**src/rtl/mc14500_seq_pkg.sv**
```systemverilog
// ============================================================================
// Module  : mc14500_seq_pkg
// Brief   : Instruction encoding shared by the MC14500-style sequencer.
// Revision: 1.0 - initial release
// ============================================================================
`default_nettype none

package mc14500_seq_pkg;

    localparam int c_OPC_W = 4;

    typedef enum logic [c_OPC_W-1:0] {
        OP_NOPO = 4'h0,
        OP_LD   = 4'h1,
        OP_LDC  = 4'h2,
        OP_AND  = 4'h3,
        OP_ANDC = 4'h4,
        OP_OR   = 4'h5,
        OP_ORC  = 4'h6,
        OP_XNOR = 4'h7,
        OP_STO  = 4'h8,
        OP_STOC = 4'h9,
        OP_IEN  = 4'hA,
        OP_OEN  = 4'hB,
        OP_JMP  = 4'hC,
        OP_RTN  = 4'hD,
        OP_SKZ  = 4'hE,
        OP_NOPF = 4'hF
    } opcode_e;

    // Logic-unit result for the data-consuming opcodes; others keep rr.
    function automatic logic alu_result(input opcode_e op, input logic rr, input logic d);
        logic res;
        res = rr;
        case (op)
            OP_LD:   res = d;
            OP_LDC:  res = ~d;
            OP_AND:  res = rr & d;
            OP_ANDC: res = rr & ~d;
            OP_OR:   res = rr | d;
            OP_ORC:  res = rr | ~d;
            OP_XNOR: res = ~(rr ^ d);
            default: res = rr;
        endcase
        return res;
    endfunction

endpackage

`default_nettype wire

```
**src/rtl/mc14500_seq_icu_stack.sv**
```systemverilog
// ============================================================================
// Module  : icu_stack
// Brief   : Return-address LIFO; overflowing pushes and empty pops are ignored.
// Revision: 1.0 - initial release
// ============================================================================
`default_nettype none

module icu_stack #(
    parameter int DEPTH = 4,
    parameter int WIDTH = 8
) (
    input  logic             clk,
    input  logic             rst,
    input  logic             push,
    input  logic             pop,
    input  logic [WIDTH-1:0] push_data,
    output logic             full,
    output logic             empty,
    output logic [WIDTH-1:0] top
);

    localparam int c_CNT_W = $clog2(DEPTH + 1);
    localparam int c_IDX_W = (DEPTH > 1) ? $clog2(DEPTH) : 1;

    logic [c_CNT_W-1:0] r_cnt;
    logic [WIDTH-1:0]   r_mem [2**c_IDX_W];
    logic [c_IDX_W-1:0] w_wr_idx;
    logic [c_IDX_W-1:0] w_rd_idx;
    logic               w_do_push;
    logic               w_do_pop;

    assign full      = (r_cnt == c_CNT_W'(DEPTH));
    assign empty     = (r_cnt == '0);
    assign w_do_push = push && !full;
    assign w_do_pop  = pop && !empty;
    assign w_wr_idx  = r_cnt[c_IDX_W-1:0];
    assign w_rd_idx  = c_IDX_W'(r_cnt - c_CNT_W'(1));
    assign top       = r_mem[w_rd_idx];

    always_ff @(posedge clk) begin
        if (!rst) begin
            r_cnt <= '0;
        end else if (w_do_push) begin
            r_cnt <= r_cnt + c_CNT_W'(1);
        end else if (w_do_pop) begin
            r_cnt <= r_cnt - c_CNT_W'(1);
        end
    end

    // Storage needs no reset: only the occupancy count defines validity.
    always_ff @(posedge clk) begin
        if (w_do_push) begin
            r_mem[w_wr_idx] <= push_data;
        end
    end

endmodule

`default_nettype wire

```
**src/rtl/mc14500_seq.sv**
```systemverilog
// ============================================================================
// Module  : mc14500_seq
// Brief   : MC14500-style 1-bit industrial control sequencer with return stack.
// Revision: 1.0 - initial release
// ============================================================================
`default_nettype none

module mc14500_seq
    import mc14500_seq_pkg::*;
#(
    parameter int INPUT       = 5,
    parameter int OUTPUT      = 5,
    parameter int PC_W        = 8,
    parameter int STACK_DEPTH = 4
) (
    input  logic                    clk,
    input  logic                    rst,
    input  logic                    en,
    input  logic [c_OPC_W+PC_W-1:0] instr,
    output logic [PC_W-1:0]         pc,
    input  logic [INPUT-1:0]        input_pins,
    output logic [OUTPUT-1:0]       output_pins,
    output logic                    rr,
    output logic                    flag_o,
    output logic                    flag_f,
    output logic                    stk_err
);

    logic [PC_W-1:0]   r_pc;
    logic              r_rr;
    logic              r_ien;
    logic              r_oen;
    logic [OUTPUT-1:0] r_out;
    logic              r_flag_o;
    logic              r_flag_f;
    logic              r_stk_err;

    opcode_e           w_op;
    logic [PC_W-1:0]   w_operand;
    logic [31:0]       w_opnd32;
    logic              w_rd;
    logic              w_d;
    logic [OUTPUT-1:0] w_out_nxt;
    logic [PC_W-1:0]   w_pc_nxt;
    logic              w_push;
    logic              w_pop;
    logic              w_full;
    logic              w_empty;
    logic [PC_W-1:0]   w_top;
    logic              w_err_set;

    assign w_op      = opcode_e'(instr[PC_W +: c_OPC_W]);
    assign w_operand = instr[PC_W-1:0];
    assign w_opnd32  = 32'(w_operand);
    assign w_d       = w_rd & r_ien;

    // Operand space: inputs first, then output latches, everything else is rr.
    always_comb begin
        w_rd = r_rr;
        for (int i = 0; i < INPUT; i++) begin
            if (w_opnd32 == 32'(i)) w_rd = input_pins[i];
        end
        for (int j = 0; j < OUTPUT; j++) begin
            if (w_opnd32 == 32'(INPUT + j)) w_rd = r_out[j];
        end
    end

    always_comb begin
        w_out_nxt = r_out;
        if ((w_op == OP_STO || w_op == OP_STOC) && r_oen) begin
            for (int j = 0; j < OUTPUT; j++) begin
                if (w_opnd32 == 32'(INPUT + j)) w_out_nxt[j] = (w_op == OP_STOC) ? ~r_rr : r_rr;
            end
        end
    end

    always_comb begin
        w_pc_nxt = r_pc + PC_W'(1);
        case (w_op)
            OP_SKZ:  if (!r_rr) w_pc_nxt = r_pc + PC_W'(2);
            OP_JMP:  w_pc_nxt = w_operand;
            OP_RTN:  if (!w_empty) w_pc_nxt = w_top;
            default: w_pc_nxt = r_pc + PC_W'(1);
        endcase
    end

    assign w_push    = en && (w_op == OP_JMP);
    assign w_pop     = en && (w_op == OP_RTN);
    assign w_err_set = (w_op == OP_JMP && w_full) || (w_op == OP_RTN && w_empty);

    icu_stack #(
        .DEPTH (STACK_DEPTH),
        .WIDTH (PC_W)
    ) u_stack (
        .clk       (clk),
        .rst       (rst),
        .push      (w_push),
        .pop       (w_pop),
        .push_data (r_pc + PC_W'(1)),
        .full      (w_full),
        .empty     (w_empty),
        .top       (w_top)
    );

    always_ff @(posedge clk) begin
        if (!rst) begin
            r_pc      <= '0;
            r_rr      <= 1'b0;
            r_ien     <= 1'b0;
            r_oen     <= 1'b0;
            r_out     <= '0;
            r_flag_o  <= 1'b0;
            r_flag_f  <= 1'b0;
            r_stk_err <= 1'b0;
        end else begin
            // Flags are single-cycle pulses, so they fall back whenever not re-armed.
            r_flag_o <= 1'b0;
            r_flag_f <= 1'b0;
            if (en) begin
                r_pc     <= w_pc_nxt;
                r_rr     <= alu_result(w_op, r_rr, w_d);
                r_out    <= w_out_nxt;
                r_flag_o <= (w_op == OP_NOPO);
                r_flag_f <= (w_op == OP_NOPF);
                if (w_op == OP_IEN) r_ien <= w_rd;
                if (w_op == OP_OEN) r_oen <= w_rd;
                if (w_err_set) r_stk_err <= 1'b1;
            end
        end
    end

    assign pc          = r_pc;
    assign rr          = r_rr;
    assign output_pins = r_out;
    assign flag_o      = r_flag_o;
    assign flag_f      = r_flag_f;
    assign stk_err     = r_stk_err;

endmodule

`default_nettype wire

```
**config.mk**
```make
export PLATFORM = sky130hd
export DESIGN_NAME = mc14500_seq
export DESIGN_NICKNAME = d
export VERILOG_FILES = /design/src/rtl/mc14500_seq_pkg.sv /design/src/rtl/mc14500_seq_icu_stack.sv /design/src/rtl/mc14500_seq.sv
export SDC_FILE = /design/constraint.sdc
export NUM_CORES = 1
export LEC_CHECK = 0
export BUFFER_PORTS_ARGS = -buffer_cell sky130_fd_sc_hd__buf_4
export CAP_MARGIN = 30
export CORE_MARGIN = 3
export CORE_UTILIZATION = 40
export CTS_BUF_LIST = sky130_fd_sc_hd__clkbuf_2 sky130_fd_sc_hd__clkbuf_4 sky130_fd_sc_hd__clkbuf_8
export CTS_CLUSTER_DIAMETER = 40
export DETAILED_ROUTE_END_ITERATION = 8
export GPL_TIMING_DRIVEN = 0
export SYNTH_ARGS = -nofsm -noshare
export SYNTH_HDL_FRONTEND = slang
export SYNTH_SLANG_ARGS = --single-unit
```
**constraint.sdc**
```tcl
create_clock -name clk -period 3.1 [get_ports clk]
set_input_delay 0.155 -clock clk [delete_from_list [all_inputs] [get_ports clk]]
set_output_delay 0.155 -clock clk [all_outputs]
set_load 0.05 [all_outputs]
```
==> results.ini <==
[status]
status = complete, no violations

[cells_and_area]
antenna_cells = 0
design_area_sq_um = 3392
fin_util_pct = 48.85
instances_no_fill = 407
drive_gt1_share_pct = 21.86
syn_to_final_growth_pct = 15.81
final_nets = 338

[setup_path]
cpLargestDelayFamily = simple AND/OR/NAND/NOR gates
cp-startpoint = u_stack.r_cnt[0]
critical_path_class = flip-flop to flip-flop
rrSetupSlack_ps = 490
cp_data_arrival_time_ps = 2860
rr_startpoint = u_stack.r_cnt[0]
r2r_end = pc[2]
crit_buf_inv = 3
path_max_fanout = 10
crit_end = pc[2]
max_stage_delay_ps = 440
start_kind = flip-flop
worstPathRequired_ps = 3350
endpoint_kind = flip-flop
r2r_cells = 10
cp_num_cells = 10
crit_slowest_cell = nor4b_2
crit_chain = buf_2, inv_1, ha_1, ha_1, nor4b_2, buf_2, nand2_1, nand3_1, a21oi_1, nor3_1

[synthesis]
synth-seq-area-share_pct = 47.84
syn_area_per_cell_sq_um = 10.85
synth_edf_count = 32
synthCells = 270
yosysWarnings = 0
synth.net_count = 298
synth_ff_type = edfxtp_1
yosysMostFrequentCell = edfxtp_1
ys_ff_latch = 54
synth_area_leaders = edfxtp_1 33%, dfxtp_1 15%, mux4_2 6.9%
synth_cell_type_count = 57
synth_top_area_share_pct = 32.81
async_reset_ff_share_pct = 0
synth_commonest_cells = 32 x edfxtp_1, 27 x nand2_1, 22 x dfxtp_1
netlist.top_cell.by_area = edfxtp_1
synth_area_sq_um = 2929

[timing]
fin_crit_sh_pct = 84.21
fmax_mhz = 383.1
timing.hold.ws_ps = 117.1
finalSetupTns_ps = 0
tightest_slew_ps = 615.8
finalHoldViolCount = 0
skew_ps = 12.08
drv_slew = 0
worst_slack_ps = 489.5
period_minus_slack_ps = 2611
setup_viol = 0
slew_headroom_pct = 58.77
grt_setup_unrepaired = false

[floorplan]
fp-row-count = 30
dieArea_sq_um = 8385
initial_core_util_pct = 42.18
ioPinCount = 37
core_area_sq_um = 6944
dieWidth_um = 91.57
die_h_um = 91.57

[placed_design]
dpl_cell_area_sq_um = 3297
io_buffers = 33
routabilityCongestion = 0.7876
dp_cells = 399
dpl.hpwl_um = 4978
dpl_worst_slack_ps = 429.3

[route]
vias_per_cell = 5.543
wl_per_cell_um = 16.84
ant_nets = 0
dr.first_iter.drc_count = 159
drtPass1Iterations = 4
wl_um = 6854
vias = 2256
drc = 0

[clock_network]
cts_hold_buf = 0
htree_num_levels = 2
clkTransAtPathRegs_ps = 110
cts_made_buffers = 5
clk_path_buf_depth = 2
cts_resized = 0
clk_latency_ps = 310
clockRootBuffer = clkbuf_8
cts.sink_count = 54
cts_setup_buffers = 0
tritoncts = yes

[min_path]
min_path_type = input port to flip-flop

[pwr]
total_power_mw = 1.428
peakVddDrop_mv = 0.1781
p_leak_nw = 1.204
powerDensity_nw_per_um2 = 421.1

[global_routing]
grt_antenna_before_repair = 0
grt.total_usage_pct = 17.01
grt_max_degree = 20
grt_pass1_wl_um = 11190
grt_pass1_vias = 2135
grt_overflow = 0

[flow_run]
drv_cap = 0

-- layer usage --
layer	track usage [%]	up-vias	share of wire, %
met1	24.25	1111	47
met5	0	-	0
met2	26.42	58	48
met3	3.231	8	4.7
li1	-	1079	-
met4	4.648	0	0.80
-- cell families (layout without fill, tap and decap cells) --
| logic type | after synthesis | count (layout) | synth area share (%) |
|---|---|---|---|
| compound gates | 58 | 58 | 13.97 |
| xor+xnor | 12 | 12 | 3.588 |
| fa+ha+maj | 8 | 8 | 3.417 |
| buf+inv | 29 | 70 | 4.357 |
| flops | 54 | 54 | 47.84 |
| mux | 16 | 16 | 9.312 |
| simple gates | 93 | 93 | 17.51 |
-- worst register-to-register path: stages (launching register included) --
cell and delay [ps]:
dfxtp_1 370, buf_2 310, inv_1 150, ha_1 270, ha_1 230, nor4b_2 440, buf_2 320, nand2_1 100
nand3_1 150, a21oi_1 60, nor3_1 170
-- cell type report --
type | instances | area [sq um]
plain buffers | 19 | 90.09
clock buffers | 5 | 68.82
clock inverters | 3 | 26.28
fillers | 678 | 3552
inverters | 10 | 37.54
multi-input cells | 187 | 1400
flip-flops and latches | 54 | 1401
well taps | 96 | 120.1
repair buffers | 33 | 247.7
-- placed cells by master, fill, tap and decap left out, types with 9 or more instances in the layout --
cell and instances:
clkbuf_1 11, nor2_1 19, mux4_2 9, o21ai_0 11
dfxtp_1 22, edfxtp_1 32, buf_4 34, nand2_1 27
inv_1 9, a21oi_1 11
-- report_power, final --
| group | internal [mW] | switching [mW] |
|---|---|---|
| sequential | 0.775 | 0.0115 |
| clock | 0.167 | 0.256 |
| combinational | 0.0793 | 0.139 |
| total | 1.02 | 0.407 |
-- state kept, by name, summed over array words and instances, names as in the netlist --
register       cells
u_stack.r_mem     32
pc                 8
rr                 1
output_pins        5
u_stack.r_cnt      3
r_ien              1
r_oen              1
flag_o             1
stk_err            1
flag_f             1
-- how the worst min path moves through the flow --
stage	from	end	slack [ps]	cells after the start
finish	rst	rr	120	3
global route	instr[11]	flag_o	120	2
CTS	instr[11]	flag_o	110	2
detailed placement	rst	rr	440	3
global placement	instr[11]	flag_o	450	2
floorplan	rst	rr	300	2
Power figures use the tool's default switching activity.
